--- src/rtl/mips_pkg.sv ---
// Shared MIPS pipeline types: access sizes, memory-stage FSM states and
// helpers for alignment, byte-lane enables and store-data replication.
package mips_pkg;

  localparam int unsigned DataWidth = 32;

  typedef enum logic [1:0] {
    BYTE = 2'b00,
    HALF = 2'b01,
    WORD = 2'b10
  } mem_size_t;

  typedef enum logic {
    IDLE = 1'b0,
    REQ  = 1'b1
  } memstate_t;

  // Size 2'b11 falls into the default arm and is handled as a word.
  function automatic logic is_misaligned(logic [1:0] size, logic [1:0] lo);
    case (size)
      BYTE:    return 1'b0;
      HALF:    return lo[0];
      default: return lo != 2'b00;
    endcase
  endfunction

  function automatic logic [3:0] byte_enable(logic [1:0] size, logic [1:0] lo);
    case (size)
      BYTE:    return 4'b0001 << lo;
      HALF:    return lo[1] ? 4'b1100 : 4'b0011;
      default: return 4'b1111;
    endcase
  endfunction

  function automatic logic [DataWidth-1:0] store_data(logic [1:0] size,
                                                      logic [DataWidth-1:0] wd);
    case (size)
      BYTE:    return {4{wd[7:0]}};
      HALF:    return {2{wd[15:0]}};
      default: return wd;
    endcase
  endfunction

endpackage

--- src/rtl/load_align.sv ---
// Extracts the addressed byte/half from a read word and extends it to 32 bits.
module load_align
  import mips_pkg::*;
(
  input  logic [DataWidth-1:0] rdata,
  input  logic [1:0]           addr,
  input  logic [1:0]           size,
  input  logic                 sign_ext,
  output logic [DataWidth-1:0] result
);

  logic [7:0]  byte_sel;
  logic [15:0] half_sel;

  always_comb begin
    byte_sel = 8'h00;
    case (addr)
      2'b00: byte_sel = rdata[7:0];
      2'b01: byte_sel = rdata[15:8];
      2'b10: byte_sel = rdata[23:16];
      2'b11: byte_sel = rdata[31:24];
      default: byte_sel = 8'h00;
    endcase
    half_sel = addr[1] ? rdata[31:16] : rdata[15:0];

    case (size)
      BYTE:    result = {{24{sign_ext & byte_sel[7]}}, byte_sel};
      HALF:    result = {{16{sign_ext & half_sel[15]}}, half_sel};
      default: result = rdata;
    endcase
  end

endmodule

--- src/rtl/stage_memory.sv ---
// MEM pipeline stage: issues one data-memory request per load/store, stalls
// upstream until the ack, and registers the MEM/WB outputs.
module stage_memory
  import mips_pkg::*;
(
  input  logic                 clk,
  input  logic                 rst_n,
  input  logic                 valid_in,
  input  logic                 memread,
  input  logic                 memwrite,
  input  logic                 memtoreg_in,
  input  logic                 regwrite_in,
  input  logic [1:0]           size,
  input  logic                 sign_ext,
  input  logic [4:0]           writereg_in,
  input  logic [DataWidth-1:0] aluresult_in,
  input  logic [DataWidth-1:0] writedata_in,
  output logic                 stall,
  output logic                 dmem_req,
  output logic                 dmem_we,
  output logic [DataWidth-1:0] dmem_addr,
  output logic [DataWidth-1:0] dmem_wdata,
  output logic [3:0]           dmem_be,
  input  logic                 dmem_ack,
  input  logic [DataWidth-1:0] dmem_rdata,
  output logic                 valid_out,
  output logic                 memtoreg,
  output logic                 regwrite,
  output logic                 misalign,
  output logic [4:0]           writereg,
  output logic [DataWidth-1:0] aluresult,
  output logic [DataWidth-1:0] readdata
);

  memstate_t            state;
  logic [1:0]           size_q;
  logic [1:0]           lo_q;
  logic                 sign_ext_q;
  logic                 is_mem;
  logic                 misaligned;
  logic                 memop;
  logic [DataWidth-1:0] load_data;

  assign is_mem     = valid_in & (memread | memwrite);
  assign misaligned = is_misaligned(size, aluresult_in[1:0]);
  assign memop      = is_mem & ~misaligned;

  // Gated by rst_n so stall is low throughout an asynchronous reset.
  assign stall = rst_n & ((state == IDLE) ? memop : ~dmem_ack);

  load_align u_load_align (
    .rdata    (dmem_rdata),
    .addr     (lo_q),
    .size     (size_q),
    .sign_ext (sign_ext_q),
    .result   (load_data)
  );

  always_ff @(posedge clk or negedge rst_n) begin
    if (!rst_n) begin
      state      <= IDLE;
      size_q     <= 2'b00;
      lo_q       <= 2'b00;
      sign_ext_q <= 1'b0;
      dmem_req   <= 1'b0;
      dmem_we    <= 1'b0;
      dmem_addr  <= '0;
      dmem_wdata <= '0;
      dmem_be    <= 4'b0000;
      valid_out  <= 1'b0;
      memtoreg   <= 1'b0;
      regwrite   <= 1'b0;
      misalign   <= 1'b0;
      writereg   <= 5'd0;
      aluresult  <= '0;
      readdata   <= '0;
    end else begin
      aluresult <= aluresult_in;
      writereg  <= writereg_in;
      memtoreg  <= memtoreg_in;
      // Stall edges load a bubble so writeback never commits an entry twice.
      valid_out <= 1'b0;
      regwrite  <= 1'b0;
      misalign  <= 1'b0;
      readdata  <= '0;
      case (state)
        IDLE: begin
          if (memop) begin
            state      <= REQ;
            dmem_req   <= 1'b1;
            dmem_we    <= memwrite;
            dmem_addr  <= {aluresult_in[DataWidth-1:2], 2'b00};
            dmem_wdata <= store_data(size, writedata_in);
            dmem_be    <= byte_enable(size, aluresult_in[1:0]);
            size_q     <= size;
            lo_q       <= aluresult_in[1:0];
            sign_ext_q <= sign_ext;
          end else begin
            valid_out <= valid_in;
            regwrite  <= valid_in & regwrite_in & ~is_mem;
            misalign  <= is_mem & misaligned;
          end
        end
        REQ: begin
          if (dmem_ack) begin
            state     <= IDLE;
            dmem_req  <= 1'b0;
            dmem_we   <= 1'b0;
            valid_out <= 1'b1;
            regwrite  <= regwrite_in & ~dmem_we;
            readdata  <= dmem_we ? '0 : load_data;
          end
        end
        default: state <= IDLE;
      endcase
    end
  end

endmodule

--- config.mk ---
export PLATFORM = sky130hd
export DESIGN_NAME = stage_memory
export DESIGN_NICKNAME = d
export VERILOG_FILES = /design/src/rtl/mips_pkg.sv /design/src/rtl/load_align.sv /design/src/rtl/stage_memory.sv
export SDC_FILE = /design/constraint.sdc
export NUM_CORES = 1
export LEC_CHECK = 0
export ABC_AREA = 1
export CELL_PAD_IN_SITES_DETAIL_PLACEMENT = 0
export CELL_PAD_IN_SITES_GLOBAL_PLACEMENT = 1
export CORE_UTILIZATION = 33
export DETAILED_ROUTE_END_ITERATION = 8
export PLACE_DENSITY_LB_ADDON = 0.15
export SLEW_MARGIN = 25
export SYNTH_ARGS = -nofsm -noshare
export SYNTH_HDL_FRONTEND = slang
export SYNTH_HIERARCHICAL = 1
export SYNTH_SLANG_ARGS = --single-unit
--- constraint.sdc ---
create_clock -name clk -period 2.22 [get_ports clk]
set_input_delay 0.444 -clock clk [delete_from_list [all_inputs] [get_ports clk]]
set_output_delay 0.444 -clock clk [all_outputs]
set_load 0.01 [all_outputs]
==> flow_summary_export.csv, run 1 <==
group,metric,value,unit
die,die_w,140,um
synth,syn_avg_cell_area,8.68,um^2
global_route,grt_use_total,19.6,%
clocking,ctsHoldBuffers,0,
global_route,first_global_vias,5525,
flow_run,drv_cap,0,
status,status,"complete, no violations",
critical_path,worst_r2r_endpoint,"readdata[30]",
critical_path,worstPathMaxFanout,2,
placed_design,hpwl,12800,um
synth,synth.distinct_cells,26,
timing,holdWs,0.176,ns
clocking,clkSinkCount,147,
critical_path,slowest_stage,"clkdlybuf4s50_1",
critical_path,path_cells,"clkdlybuf4s50_1, nor2_1, nor2_2, nand2_4, a21boi_0, clkbuf_2",
clocking,clk_path_buf_depth,2,
synth,synth_seq_cells,147,
synth,synth_area_leaders,"dfrtp_1 59%, nand2_1 19%, nand3_1 3.7%, nand3_2 3.2%, inv_1 3.2%",
timing,max_slew_margin,47.4,%
clocking,cts_tree,"built",
placed_design,io_buffer_count,253,
global_route,grt_max_degree,148,
critical_path,reg2reg_setup_slack,0.42,ns
synth,synthesis.area,6240,um^2
die,initial_core_util,34.2,%
timing,min_period,2.06,ns
placed_design,post-place-ws,-0.321,ns
routing,drt.antenna.violating_nets,0,
timing,slew_viol_final,0,
final_layout,synthToLayoutAreaGrowth,54.4,%
clocking,clock-root-buffer,"clkbuf_16",
critical_path,reg2reg_depth,10,
final_layout,layout.nets,1094,
clocking,cts_buffers,17,
clocking,post_cts_buffers,0,
timing,finClkSkew,0.0110,ns
synth,seq_area_frac_synth,58.9,%
timing,max_freq,486,MHz
synth,synthCells,719,
timing,fin_crit_sh,92.6,%
critical_path,critical_path_arrival,1.61,ns
clocking,clkLatencyLatePin,0.42,ns
critical_path,cp-start-kind,"input port",
placed_design,placed_cells,1192,
placed_design,postPlaceCellArea,9080,um^2
routing,vias,5436,
global_route,grt_overflow,0,
critical_path,critPathKind,"in -> out",
critical_path,endpoint_kind,"output pin",
power,p_leak,4.80,nW
critical_path,r2r_start,"lo_q[1]",
die,rows,49,
routing,drc,0,
synth,yosys.area.top_type,"dfrtp_1",
final_layout,drive_gt1_share,9.56,%
timing,setup_violations,0,
routing,vias_per_cell,4.44,
critical_path,worst_path_largest_cell_delay,0.50,ns
timing,rsz0062_at_grt,"false",
die,die_height,140,um
synth,ys_warn_count,6,
power,total_power,8.64,mW
die,io_pins,256,
worst_hold_path,hold_path_class,"in -> async",
critical_path,cpLargestDelayFamily,"buffers and inverters",
clocking,clk_pin_slew,0.06,ns
die,die_area,19500,um^2
final_layout,fin_cells,1223,
timing,worst_slew_pin_slew,0.788,ns
global_route,grt_pass1_wl,29400,um
timing,fin_ws,0.163,ns
placed_design,place.gp.congestion,0.840,
power,powerDensity,896,nW/um^2
critical_path,worstPathRequired,1.78,ns
final_layout,insertedDiodeCount,0,
global_route,antenna_found_initial,0,
routing,wirelength,18000,um
routing,firstDrtPassIters,4,
clocking,ctsHtreeMaxLevel,4,
power,ir_drop,0.583,mV
synth,yosysTopAreaCellShare,58.9,%
final_layout,stdcell_area,9640,um^2
routing,routedWlPerCell,14.7,um
routing,drtIter0Drc,284,
clocking,cts_resized,3,
die,core,18300,um^2
critical_path,crit_buf_inv,2,
timing,hold_violations,0,
[placed cells by master (no fill, tap or decap), types with 3 or more instances in the layout]
cell type / instances
nand3_2: 20
clkbuf_16: 17
dfrtp_1: 147
inv_2: 3
nand3_1: 46
buf_4: 21
nor2_1: 44
clkdlybuf4s50_1: 250
nand2_4: 4
nand2_1: 319
inv_1: 53
o21ai_0: 23
inv_6: 4
buf_12: 4
a21oi_1: 8
[stage by stage]
| step | utilization [%] | TNS, ns |
|---|---|---|
| after detailed placement | 49.7 | -13.96 |
| after global placement | 49.7 | -11.91 |
| final | 52.8 | 0 |
| after global routing | 52.8 | 0 |
| after CTS | 52.8 | 0 |
| after floorplan | - | 0 |
[cells by family (layout without fill, tap and decap cells)]
logic type             Yosys count  count (layout)  share of synthesized area [%]
flip-flops                     147             147                           58.9
buffers and inverters           93             367                           7.22
AND/OR/NAND/NOR                443             443                           30.8
other                            1               2                         0.0601
AO/OA/AOI/OAI                   35              35                           2.95
[synth_stat cells]
cell type / count
clkbuf_1: 9
a21boi_0: 2
nor2_4: 2
nor2_1: 45
nor3_1: 1
o21ai_0: 23
nor2_2: 1
nand2_2: 3
buf_4: 4
buf_2: 13
nand2_4: 3
inv_2: 3
buf_6: 9
or2_2: 1
conb_1: 1
inv_4: 1
clkinv_1: 1
o21ai_1: 1
nand3_1: 46
nand3_2: 20
inv_1: 53
a21oi_2: 1
a21oi_1: 8
nand3_4: 2
nand2_1: 319
dfrtp_1: 147
[routing by layer]
| layer | GRT usage (%) | routed length, um |
|---|---|---|
| met2 | 31.1 | 8470 |
| met4 | 6.49 | 329 |
| met1 | 25.1 | 7830 |
| met5 | 0 | 0 |
| met3 | 6.57 | 1410 |
[sequential cells by signal, indices dropped and copies added, names as in the netlist, 2 cells and up]
register,cells
aluresult,32
dmem_wdata,32
readdata,32
dmem_addr,30
writereg,5
dmem_be,4
lo_q,2
size_q,2
[worst max path at each step]
stage / from / to / slack (ns) / cells after the start
final: memwrite / stall / 0.16 / 6
after detailed placement: size[1] / stall / -0.32 / 7
after global placement: size[1] / stall / -0.30 / 7
after CTS: memwrite / stall / 0.03 / 6
after global routing: memwrite / stall / 0.06 / 6
after floorplan: size[1] / stall / 0.43 / 7
[cell type report]
cell class                 count  area, um^2
clock inverter                12         121
fill                        1749        8630
timing repair buffer         278        2770
multi-input combinational    480        2120
tap                          229         287
clock buffer                  19         443
sequential                   147        3680
inverter                      58         220
[where the power goes]
part	leakage (nW)	internal, mW	switching [mW]
registers	1.85	3.08	0.239
clock network	0.274	1.59	1.19
logic	2.67	1.27	1.26
total	4.80	5.95	2.69
[worst reg2reg max path, delay by kind of cell, from the launching register on]
kind,cells,cell delay (ns)
simple gates,7,0.59
buf+inv,3,0.46
flops,1,0.65
No activity file was read; power rests on OpenSTA's default activity.
==> run 2, diff against run 1 <==
--- a/config.mk
+++ b/config.mk
@@ -11,6 +11,7 @@
 export CORE_UTILIZATION = 33
 export DETAILED_ROUTE_END_ITERATION = 8
 export PLACE_DENSITY_LB_ADDON = 0.15
+export RECOVER_POWER = 25
 export SLEW_MARGIN = 25
 export SYNTH_ARGS = -nofsm -noshare
 export SYNTH_HDL_FRONTEND = slang
==> flow_summary_export.csv, run 2 (same netlist as run 1, synthesis figures left out) <==
group,metric,value,unit
critical_path,worstPathRequired,1.78,ns
routing,drc,0,
power,total_power,8.62,mW
clocking,cts_tree,"built",
routing,wirelength,18000,um
timing,holdWs,0.476,ns
timing,max_slew_margin,-25.8,%
critical_path,endpoint_kind,"output pin",
global_route,grt_max_degree,148,
clocking,cts_buffers,17,
die,io_pins,256,
die,die_height,140,um
power,p_comb_share,29.2,%
placed_design,io_buffer_count,253,
power,power_frac_seq,38.5,%
final_layout,most-common-layout-cells,"319 x nand2_1, 214 x clkdlybuf4s50_1, 147 x dfrtp_1",
power,power.share.clock,32.3,%
routing,drt.antenna.violating_nets,0,
clocking,clock-root-buffer,"clkbuf_16",
power,switching_share,31.1,%
critical_path,critical_path_arrival,1.62,ns
timing,rsz0062_at_grt,"false",
global_route,first_global_vias,5525,
critical_path,critPathKind,"in -> out",
status,failed_checks,"capacitance limit, slew limit",
final_layout,postLayoutCoreUtil,52.7,%
global_route,grt_use_total,19.6,%
worst_hold_path,hold_path_class,"reg -> reg",
die,core,18300,um^2
timing,finClkSkew,0.0107,ns
routing,firstDrtPassIters,4,
power,p_sw,2.68,mW
clocking,clkSinkCount,147,
clocking,ctsHtreeMaxLevel,4,
final_layout,insertedDiodeCount,0,
timing,hold_violations,0,
die,die_w,140,um
power,ir_drop,0.559,mV
global_route,grt_overflow,0,
final_layout,final_common_cell,"nand2_1",
timing,worst_slew_pin_slew,1.89,ns
final_layout,drive_gt1_share,9.56,%
placed_design,hpwl,12800,um
die,initial_core_util,34.2,%
timing,max_freq,485,MHz
clocking,clk_path_buf_depth,2,
flow_run,drv_cap,1,
power,powerDensity,895,nW/um^2
final_layout,fillers,1749,
die,rows,49,
clocking,clkLatencyLatePin,0.42,ns
routing,routedWlPerCell,14.7,um
final_layout,layout.nets,1094,
routing,drtIter0Drc,305,
timing,min_period,2.06,ns
power,p_int,5.93,mW
timing,fin_crit_sh,92.9,%
timing,slew_viol_final,148,
die,die_area,19500,um^2
clocking,post_cts_buffers,0,
placed_design,place.gp.congestion,0.840,
critical_path,cp-start-kind,"input port",
routing,vias,5445,
timing,setup_violations,0,
global_route,grt_pass1_wl,29400,um
final_layout,largestRegisters,"aluresult (32), dmem_wdata (32), readdata (32)",
critical_path,worstPathMaxFanout,2,
clocking,clk_pin_slew,0.06,ns
global_route,antenna_found_initial,0,
routing,vias_per_cell,4.45,
final_layout,synthToLayoutAreaGrowth,54.2,%
status,status,"finished with violations",
power,p_leak,4.80,nW
[run 2: timing repair]
item,CTS,global route
setup endpoints to repair,1,1
hold buffers,0,0
gates resized for setup,3,3
[run 2: cell type report]
type	instances	area, um^2	area share [%]
multi-input cells	480	2120	22.1
well taps	229	287	2.98
clock buffers	19	443	4.60
flip-flops and latches	147	3680	38.2
repair buffers	278	2750	28.6
inverters	58	220	2.29
clock inverters	12	121	1.26
[run 2: routing by layer]
| layer | vias up | track usage (%) | part of all wire, % |
|---|---|---|---|
| li1 | 2725 | - | - |
| met1 | 2507 | 25.1 | 43 |
| met2 | 191 | 31.1 | 47 |
| met3 | 22 | 6.57 | 7.9 |
| met4 | 0 | 6.49 | 1.8 |
| met5 | - | 0 | 0 |
[run 2: worst paths after layout]
path,start,end,slack [ns],cells past startpoint
setup reg to reg,lo_q[1],readdata[30],0.42,10
max in group asynchronous,rst_n,readdata[15],0.39,2
hold / removal,dmem_addr[10],dmem_addr[10],0.48,2
hold reg to reg,dmem_addr[10],dmem_addr[10],0.48,2
min in group asynchronous,rst_n,dmem_wdata[31],0.60,2
setup / recovery,memwrite,stall,0.16,6
[run 2: critical path, stage by stage]
cell and delay, ns:
clkdlybuf4s50_1 0.51, nor2_1 0.09, nor2_2 0.17, nand2_4 0.06
a21boi_0 0.16, clkbuf_2 0.18
[run 2: per-stage QoR]
stage	worst slack, ns	setup TNS, ns	cells	cell area [um^2]
detailed placement	-0.321	-13.96	1192	9080
finish	0.159	0	1223	9630
global placement	-0.304	-11.91	1192	9080
CTS	0.0318	0	1223	9640
global route	0.0580	0	1223	9630
floorplan	0.428	0	720	6240
[run 2: power by group through the flow]
stage	combinational [mW]	sequential (mW)	clock [mW]
after global routing	2.79	3.38	2.98
after global placement	2.56	3.37	0
after CTS	2.58	3.33	2.86
after detailed placement	2.57	3.36	0
final	2.52	3.32	2.78
after floorplan	1.03	3.51	0
